`config.mk`:
```
export PLATFORM = sky130hd
export DESIGN_NAME = lane_stream_tx_flat
export DESIGN_NICKNAME = d
export VERILOG_FILES = /design/src/rtl/lane_stream_if.sv /design/src/rtl/lane_stream_tx.sv /design/src/flat_wrapper.sv
export SDC_FILE = /design/constraint.sdc
export NUM_CORES = 1
export LEC_CHECK = 0
export ABC_AREA = 1
export CORE_ASPECT_RATIO = 2
export CORE_UTILIZATION = 55
export DETAILED_ROUTE_END_ITERATION = 8
export DONT_BUFFER_PORTS = 1
export GPL_ROUTABILITY_DRIVEN = 1
export PLACE_DENSITY = 0.79
export SYNTH_ARGS = -nofsm -noshare
export SYNTH_HDL_FRONTEND = slang
export SYNTH_SLANG_ARGS = --single-unit
```
`constraint.sdc`:
```
create_clock -name clk -period 5.9 [get_ports clk]
set_input_delay 1.18 -clock clk [delete_from_list [all_inputs] [get_ports clk]]
set_output_delay 1.18 -clock clk [all_outputs]
set_load 0.005 [all_outputs]
```
`src/rtl/lane_stream_if.sv`:
```
// Lane stream bundle: state RAM read port, downstream lane handshake and frame control/status.
// master = the transmitter, slave = the RAM/receiver environment around it.
interface lane_stream_if #(
  parameter int W = 64
);
  logic         start;
  logic         mem_ren;
  logic [4:0]   mem_raddr;
  logic [W-1:0] mem_rdata;
  logic         out_valid;
  logic         out_ready;
  logic [W-1:0] out_lane;
  logic [2:0]   out_x;
  logic [2:0]   out_y;
  logic         out_last;
  logic         busy;
  logic         done;

  modport master (
    input  start, mem_rdata, out_ready,
    output mem_ren, mem_raddr, out_valid, out_lane, out_x, out_y, out_last, busy, done
  );

  modport slave (
    output start, mem_rdata, out_ready,
    input  mem_ren, mem_raddr, out_valid, out_lane, out_x, out_y, out_last, busy, done
  );
endinterface

```
`src/rtl/lane_stream_tx.sv`:
```
// Streams the 25 lanes of the 5x5 state RAM, tagged with (x, y), over a valid/ready link.
// A 2-entry fall-through FIFO plus a credit check on issue absorbs any backpressure.
module lane_stream_tx #(
  parameter int W = 64
) (
  input  logic          clk,
  input  logic          rst,
  lane_stream_if.master bus
);
  typedef enum logic [1:0] {IDLE, ISSUE, DRAIN, FIN} state_t;

  typedef struct packed {
    logic [W-1:0] lane;
    logic [2:0]   x;
    logic [2:0]   y;
    logic         last;
  } entry_t;

  state_t     state_reg;
  logic [4:0] rd_idx_reg;
  logic [2:0] rd_x_reg;
  logic [2:0] rd_y_reg;
  logic       busy_reg;
  logic       done_reg;

  logic       inflight_reg;
  logic [2:0] ifl_x_reg;
  logic [2:0] ifl_y_reg;
  logic       ifl_last_reg;

  entry_t     fifo_mem [2];
  logic       wr_ptr_reg;
  logic       rd_ptr_reg;
  logic [1:0] count_reg;

  logic       issue;
  logic       fifo_empty;
  logic       valid;
  logic       xfer;
  logic       bypass;
  logic       fifo_wr;
  logic       fifo_rd;
  entry_t     arriving;
  entry_t     head;

  assign fifo_empty = (count_reg == 2'd0);
  assign issue      = (state_reg == ISSUE) &&
                      (({1'b0, count_reg} + {2'b00, inflight_reg}) < 3'd2);

  // Returning data is visible on the outputs in the cycle it arrives when the FIFO is empty.
  assign arriving = {bus.mem_rdata, ifl_x_reg, ifl_y_reg, ifl_last_reg};
  assign head     = fifo_empty ? arriving : fifo_mem[rd_ptr_reg];
  assign valid    = !fifo_empty || inflight_reg;
  assign xfer     = valid && bus.out_ready;
  assign bypass   = fifo_empty && xfer;
  assign fifo_wr  = inflight_reg && !bypass;
  assign fifo_rd  = !fifo_empty && xfer;

  assign bus.mem_ren   = issue;
  assign bus.mem_raddr = issue ? rd_idx_reg : 5'd0;
  assign bus.out_valid = valid;
  assign bus.out_lane  = valid ? head.lane : '0;
  assign bus.out_x     = valid ? head.x : 3'd0;
  assign bus.out_y     = valid ? head.y : 3'd0;
  assign bus.out_last  = valid && head.last;
  assign bus.busy      = busy_reg;
  assign bus.done      = done_reg;

  always_ff @(posedge clk or posedge rst) begin
    if (rst) begin
      state_reg  <= IDLE;
      rd_idx_reg <= 5'd0;
      rd_x_reg   <= 3'd0;
      rd_y_reg   <= 3'd0;
      busy_reg   <= 1'b0;
      done_reg   <= 1'b0;
    end else begin
      done_reg <= 1'b0;
      case (state_reg)
        IDLE: begin
          rd_idx_reg <= 5'd0;
          rd_x_reg   <= 3'd0;
          rd_y_reg   <= 3'd0;
          if (bus.start) begin
            state_reg <= ISSUE;
            busy_reg  <= 1'b1;
          end
        end
        ISSUE: begin
          if (issue) begin
            if (rd_idx_reg == 5'd24) begin
              state_reg <= DRAIN;
              rd_x_reg  <= 3'd0;
              rd_y_reg  <= 3'd0;
            end else begin
              rd_idx_reg <= rd_idx_reg + 5'd1;
              if (rd_x_reg == 3'd4) begin
                rd_x_reg <= 3'd0;
                rd_y_reg <= rd_y_reg + 3'd1;
              end else begin
                rd_x_reg <= rd_x_reg + 3'd1;
              end
            end
          end
        end
        DRAIN: begin
          if (xfer && head.last) begin
            state_reg <= FIN;
            done_reg  <= 1'b1;
          end
        end
        FIN: begin
          state_reg <= IDLE;
          busy_reg  <= 1'b0;
        end
        default: state_reg <= IDLE;
      endcase
    end
  end

  // Coordinates ride alongside the read so the returning word is tagged on arrival.
  always_ff @(posedge clk or posedge rst) begin
    if (rst) begin
      inflight_reg <= 1'b0;
      ifl_x_reg    <= 3'd0;
      ifl_y_reg    <= 3'd0;
      ifl_last_reg <= 1'b0;
    end else begin
      inflight_reg <= issue;
      if (issue) begin
        ifl_x_reg    <= rd_x_reg;
        ifl_y_reg    <= rd_y_reg;
        ifl_last_reg <= (rd_idx_reg == 5'd24);
      end
    end
  end

  always_ff @(posedge clk or posedge rst) begin
    if (rst) begin
      wr_ptr_reg <= 1'b0;
      rd_ptr_reg <= 1'b0;
      count_reg  <= 2'd0;
    end else begin
      if (fifo_wr) wr_ptr_reg <= ~wr_ptr_reg;
      if (fifo_rd) rd_ptr_reg <= ~rd_ptr_reg;
      count_reg <= count_reg + {1'b0, fifo_wr} - {1'b0, fifo_rd};
    end
  end

  always_ff @(posedge clk) begin
    if (fifo_wr) fifo_mem[wr_ptr_reg] <= arriving;
  end
endmodule
```
`src/flat_wrapper.sv`:
```
// flat-port wrapper written by rule: the top's interface ports become plain ports
module lane_stream_tx_flat 
#(
  parameter int W = 64
)
  (clk, rst, bus_start, bus_mem_rdata, bus_out_ready, bus_mem_ren, bus_mem_raddr, bus_out_valid, bus_out_lane, bus_out_x, bus_out_y, bus_out_last, bus_busy, bus_done);
  lane_stream_if #(.W(W)) bus_i ();
  input  logic clk;
  input  logic rst;
  input wire logic [$bits(bus_i.start)-1:0] bus_start;
  input wire logic [$bits(bus_i.mem_rdata)-1:0] bus_mem_rdata;
  input wire logic [$bits(bus_i.out_ready)-1:0] bus_out_ready;
  output wire logic [$bits(bus_i.mem_ren)-1:0] bus_mem_ren;
  output wire logic [$bits(bus_i.mem_raddr)-1:0] bus_mem_raddr;
  output wire logic [$bits(bus_i.out_valid)-1:0] bus_out_valid;
  output wire logic [$bits(bus_i.out_lane)-1:0] bus_out_lane;
  output wire logic [$bits(bus_i.out_x)-1:0] bus_out_x;
  output wire logic [$bits(bus_i.out_y)-1:0] bus_out_y;
  output wire logic [$bits(bus_i.out_last)-1:0] bus_out_last;
  output wire logic [$bits(bus_i.busy)-1:0] bus_busy;
  output wire logic [$bits(bus_i.done)-1:0] bus_done;
  assign bus_i.start = bus_start;
  assign bus_i.mem_rdata = bus_mem_rdata;
  assign bus_i.out_ready = bus_out_ready;
  assign bus_mem_ren = bus_i.mem_ren;
  assign bus_mem_raddr = bus_i.mem_raddr;
  assign bus_out_valid = bus_i.out_valid;
  assign bus_out_lane = bus_i.out_lane;
  assign bus_out_x = bus_i.out_x;
  assign bus_out_y = bus_i.out_y;
  assign bus_out_last = bus_i.out_last;
  assign bus_busy = bus_i.busy;
  assign bus_done = bus_i.done;
  lane_stream_tx #(.W(W)) u_core (.clk(clk), .rst(rst), .bus(bus_i));
endmodule
```
; ---- Word level (Yosys, flattened, before mapping)
; Memory sizes are Yosys's and may differ from the RTL's.
; Cells that the tools add are included.
[totals]
ff_bits = 27
mem_bits_rw = 142
input_bits = 68
output_inout_bits = 80
word_cells = 80
n_memories = 1
[classes]
addsub = 6
order_cmp = 1
n_eq_ne = 11
mux = 27
n_bitwise = 2
reduce_logical = 19
[mem_list]
columns = name, words, width, rd, rd_ports_with_merged_regs, wr, line
row1 = u_core.fifo_mem, 2, 71, 1, 0, 1, lane_stream_tx.sv:31  ; entry_t fifo_mem [2];
[op_table]
columns = cell, count
row1 = two-way mux 71 bit, 1
row2 = two-way mux 64 bit, 1
row3 = two-way mux 3 bit, 8
row4 = two-way mux 5 bit, 3
row5 = one-hot mux 3 bit (2 select lines), 2
row6 = one-hot mux 5 bit (2 select lines), 1
row7 = two-way mux 2 bit, 4
row8 = one-hot mux 2 bit (4 select lines), 1
row9 = logical AND 1 bit, 7
row10 = "adder 3 x 1 -> 3 bit, second input constant", 2
row11 = "inequality test 2 bit, second input constant", 3
row12 = AND reduction 3 bit, 2
row13 = "adder 5 x 1 -> 5 bit, second input constant", 1
row14 = "equality test 5 bit, second input constant", 1
row15 = two-way mux 1 bit, 5
row16 = "equality test 2 bit, second input constant", 2
row17 = zero test 2 bit, 2
row18 = "inequality test 2 x 1 -> 1 bit, second input constant", 2
row19 = AND reduction 2 bit, 2
row20 = AND reduction 4 bit, 1
row21 = nonzero test 2 bit, 2
row22 = adder 2 x 1 -> 3 bit, 1
row23 = "equality test 3 bit, second input constant", 1
row24 = "< comparator 3 x 2 -> 1 bit, second input constant", 1
row25 = other kinds (8), 10

; ---- Depth between registers and ports, before layout
[depth]
depth_word = 9
mapped_depth = 10

; ---- Worst setup path after synthesis
; No wires, ideal clock.
[synth_path]
kind = input -> register
startpoint = in bus_out_ready
endpoint = mem u_core.fifo_mem[1][0] (netlist name) (enable)
setup_time_ns = 0.502
arrival_ns = 4.431
path_slack_ns = 0.967
path_stages = 3
n_path_buf = 0
path_cell_list = a21oi_2 > inv_1 > nor2_1
[synth_via]
elab_chain_cells = 6
[synth_rtl]
columns = item, line
row1 = from (decl), flat_wrapper.sv:12  ; input wire logic [$bits(bus_i.out_ready)-1:0] bus_out_ready;
row2 = logical AND 1 bit, lane_stream_tx.sv:54  ; assign xfer = valid && bus.out_ready;
row3 = logical AND 1 bit, lane_stream_tx.sv:55  ; assign bypass = fifo_empty && xfer;
row4 = zero test 1 bit, lane_stream_tx.sv:56  ; assign fifo_wr = inflight_reg && !bypass;
row5 = logical AND 1 bit, lane_stream_tx.sv:56
row6 = two-way mux 1 bit, lane_stream_tx.sv:151  ; if (fifo_wr) fifo_mem[wr_ptr_reg] <= arriving;
row7 = two-way mux 1 bit (not written as such), lane_stream_tx.sv:151
row8 = to (decl), lane_stream_tx.sv:31
; Every way passes these cells.

; ---- Final worst setup path
[layout_path]
startpoint = reg u_core.count_reg[1]
endpoint = out bus_out_lane[3]
[layout_via]
elab_chain_cells = 4
elab_cells_between_ends = 5
cone_classes = mux (2) / reduce/logical (3)
[layout_rtl]
columns = item, line
row1 = from (decl), lane_stream_tx.sv:34  ; logic [1:0] count_reg;
row2 = from (signal assigned), lane_stream_tx.sv:146  ; count_reg <= count_reg + {1'b0, fifo_wr} - {1'b0, fifo_rd};
row3 = zero test 2 bit, lane_stream_tx.sv:46  ; assign fifo_empty = (count_reg == 2'd0);
row4 = zero test 1 bit, lane_stream_tx.sv:53  ; assign valid = !fifo_empty || inflight_reg;
row5 = logical OR 1 bit, lane_stream_tx.sv:53
row6 = net bus_out_valid, flat_wrapper.sv:15  ; output wire logic [$bits(bus_i.out_valid)-1:0] bus_out_valid;
row7 = two-way mux 64 bit, lane_stream_tx.sv:62  ; assign bus.out_lane = valid ? head.lane : '0;
row8 = to (decl), flat_wrapper.sv:16  ; output wire logic [$bits(bus_i.out_lane)-1:0] bus_out_lane;
; The timed path passes the listed nets, and every way through them passes these cells.

==> out/qor.csv <==
metric,value,unit
worst-margin pin slew,1.26,ns
final hold violations,0,
Final Non-Filler Cells,862,
register-to-register setup slack,3.25,ns
sum of routed wire length over all layers,15300,um
worst-case vdd ir drop,0.000333,V
synthesized flop and latch total,169,
starting utilization of the core area,0.565,
cell-by-cell trace of the critical path,inv_2 -> nand2_4 -> nor2_2 -> inv_2 -> o211ai_1 -> inv_1,
number of pins exceeding their max-slew limit in the final report,0,
setup fix buffers added after clock tree synthesis,0,
largest fanout on the critical path,71,
Max Buffers Root-to-Sink,2,
least setup slack across all paths after layout,2.01,ns
Port-buffer cells,0,
Worst Skew,0.0113,ns
most area-consuming cells after synthesis,"sky130_fd_sc_hd__edfxtp_1, sky130_fd_sc_hd__nand2_1, sky130_fd_sc_hd__dfrtp_1",
Hold Path Class,flip-flop to flip-flop,
level count of the clock H-tree,4,
vertical die dimension,168,um
HPWL after DPL,10100,um
number of flip-flops in the largest register,142,
Die Wd,85.1,um
clock buffer count from CTS,17,
count of mapped cells out of synthesis,709,
cell with the most instances on the worst path,sky130_fd_sc_hd__inv_2,
via count,5029,
share of synthesized area occupied by flip-flops and latches,0.651,
GRT overflow,0,
worst hold slack,0.500,ns
Cell Rows,60,
shortest clock period the worst path allows after layout,3.89,ns
count of nets left with antenna violations after detail routing,0,
quantity of gates resized following cts,0,
number of top-level design ports,148,
Avg Synthesized Cell Area,10.7,sq um
Root Buffer,sky130_fd_sc_hd__clkbuf_16,
netlist area before placement,7590,sq um
average wire per cell in the routed design,17.8,um
global-route wire length before repair,24300,um
drt first-iter violations,328,
maximum clock frequency,257,MHz
Rel. slew slack,0.156,
Synth-to-Final Area Change,8.22,%
utilization after layout,0.612,
Worst Setup Slack post-DPL,2.42,ns
CTS tree,built,
final net count,772,
max-cap violations,0,
start-to-end type of the worst setup path,flip-flop to output port,
number of warnings printed during yosys synthesis,0,
Total Die Area,14300,sq um
largest incremental delay on the critical path,0.92,ns
Worst Setup End Kind,output port,
pin count of the biggest net entering global routing,102,
CORE AREA,13400,sq um
initial antenna violation count,0,
final-layout setup total negative slack,0,ns
Syn Nets,787,
unrepaired setup endpoints after global routing,no,
All-Layer GR Usage,0.222,
number of buffers inserted for hold repair after clock tree synthesis,0,
clk_lat worst skew,0.42,ns
final routed DRC violation total,0,
CP Data Arrival Time,2.71,ns
RePlAce Congestion,0.801,
placed cell count,830,
clock edge transition at the registers on the reported setup and hold paths,0.06,ns
crit start category,flip-flop,
distinct cell type count after synthesis,26,
layout cell share with drive strength beyond 1,0.0806,
required time of the critical path,4.72,ns
ratio of final minimum period to clock period,0.659,
vias per cell,5.83,
vias in the first global route,5069,
fraction of synthesized cell area taken by the top area cell type,0.562,
leakage dissipation,3.42,nW
result of the run,"complete, no violations",
final setup vio count,0,
Initial DRT Pass Iterations,5,
top cell type by total area after synthesis,sky130_fd_sc_hd__edfxtp_1,
master of the slowest instance on the critical path,sky130_fd_sc_hd__inv_2,
n_diodes,0,
total power density per cell area,542,nW/um^2
CTS Sinks,169,
## cells in the mapped netlist (all sizes together)
| cell | number |
|---|---|
| o21ai | 16 |
| xnor2 | 1 |
| inv | 100 |
| or2 | 1 |
| nand2 | 188 |
| dfrtp | 27 |
| nor3b | 1 |
| nand4 | 3 |
| ha | 10 |
| edfxtp | 142 |
| nor2 | 25 |
| a21oi | 4 |
| nand3 | 78 |
| xor2 | 4 |
| o211ai | 70 |
| buf | 39 |
## where the power goes
part / switching, W / leakage (nW) / internal (W) / total [W]
Combinational: 0.00121 / 1.49 / 0.000504 / 0.00172
Clock: 0.000462 / 0.287 / 0.000636 / 0.00110
Sequential: 0.0000886 / 1.64 / 0.00155 / 0.00164
## kinds of logic (layout without fill, tap and decap cells)
| group | count (synthesis) | count (layout) | share of synthesized area |
|---|---|---|---|
| buf+inv | 139 | 137 | 0.0778 |
| simple gates | 296 | 296 | 0.166 |
| flops | 169 | 169 | 0.651 |
| xor+xnor | 5 | 5 | 0.00577 |
| compound gates | 90 | 90 | 0.0834 |
| fa+ha+maj | 10 | 10 | 0.0165 |
## through the flow
stage / power, W / area, sq um
after detailed placement: 0.00339 / 7630
after global placement: 0.00332 / 7630
final: 0.00445 / 8220
after CTS: 0.00449 / 8220
after global routing: 0.00476 / 8220
after floorplan: 0.00308 / 7590
## final timing paths
kind                                                 startpoint  depth (start not counted)                                to
worst max-delay path              u_core.count_reg[1]$_DFF_PP0_                          6                   bus_out_lane[3]
worst min-delay path            u_core.ifl_last_reg$_DFFE_PP0P_                          0   u_core.fifo_mem[0][0]$_DFFE_PP_
worst max register to register    u_core.count_reg[1]$_DFF_PP0_                          5  u_core.fifo_mem[1][60]$_DFFE_PP_
worst min register to register  u_core.ifl_last_reg$_DFFE_PP0P_                          0   u_core.fifo_mem[0][0]$_DFFE_PP_
max in group asynchronous                                   rst                          1     u_core.rd_ptr_reg$_DFFE_PP0P_
min in group asynchronous                                   rst                          1   u_core.ifl_last_reg$_DFFE_PP0P_
## critical path: cells and delay by family, from the launching register on
family | cells | cell delay (ns)
simple gates | 2 | 0.40
flops | 1 | 0.40
buf+inv | 3 | 1.17
compound gates | 1 | 0.34
## layout make-up
type | count | area [sq um]
tap | 155 | 194
clock buffer | 18 | 429
timing repair buffer | 5 | 37.5
inverter | 100 | 375
fill | 1069 | 5220
sequential | 169 | 4940
multi-input combinational | 401 | 2080
clock inverter | 14 | 163
## layout by cell type (no fill, tap or decap), types with 5 or more instances in the layout
cell                        netlist  final
sky130_fd_sc_hd__buf_4            3      5
sky130_fd_sc_hd__nand2_1        182    182
sky130_fd_sc_hd__dfrtp_1         27     26
sky130_fd_sc_hd__o21ai_0         13     13
sky130_fd_sc_hd__edfxtp_1       142    142
sky130_fd_sc_hd__ha_1            10     10
sky130_fd_sc_hd__o211ai_1        70     70
sky130_fd_sc_hd__nand3_1         78     78
sky130_fd_sc_hd__inv_2            7      7
sky130_fd_sc_hd__clkbuf_16        0     17
sky130_fd_sc_hd__nor2_1          24     22
sky130_fd_sc_hd__inv_1           93     93
## metal layers
layer | vias to the layer above | GRT usage | wire (um) | share of wire
li1 | 2379 | - | - | -
met1 | 2447 | 0.222 | 5460 | 0.36
met2 | 165 | 0.418 | 8640 | 0.56
met3 | 38 | 0.0485 | 732 | 0.048
met4 | 0 | 0.113 | 495 | 0.032
met5 | - | 0 | 0 | 0
(Power assumes the default switching activity.)
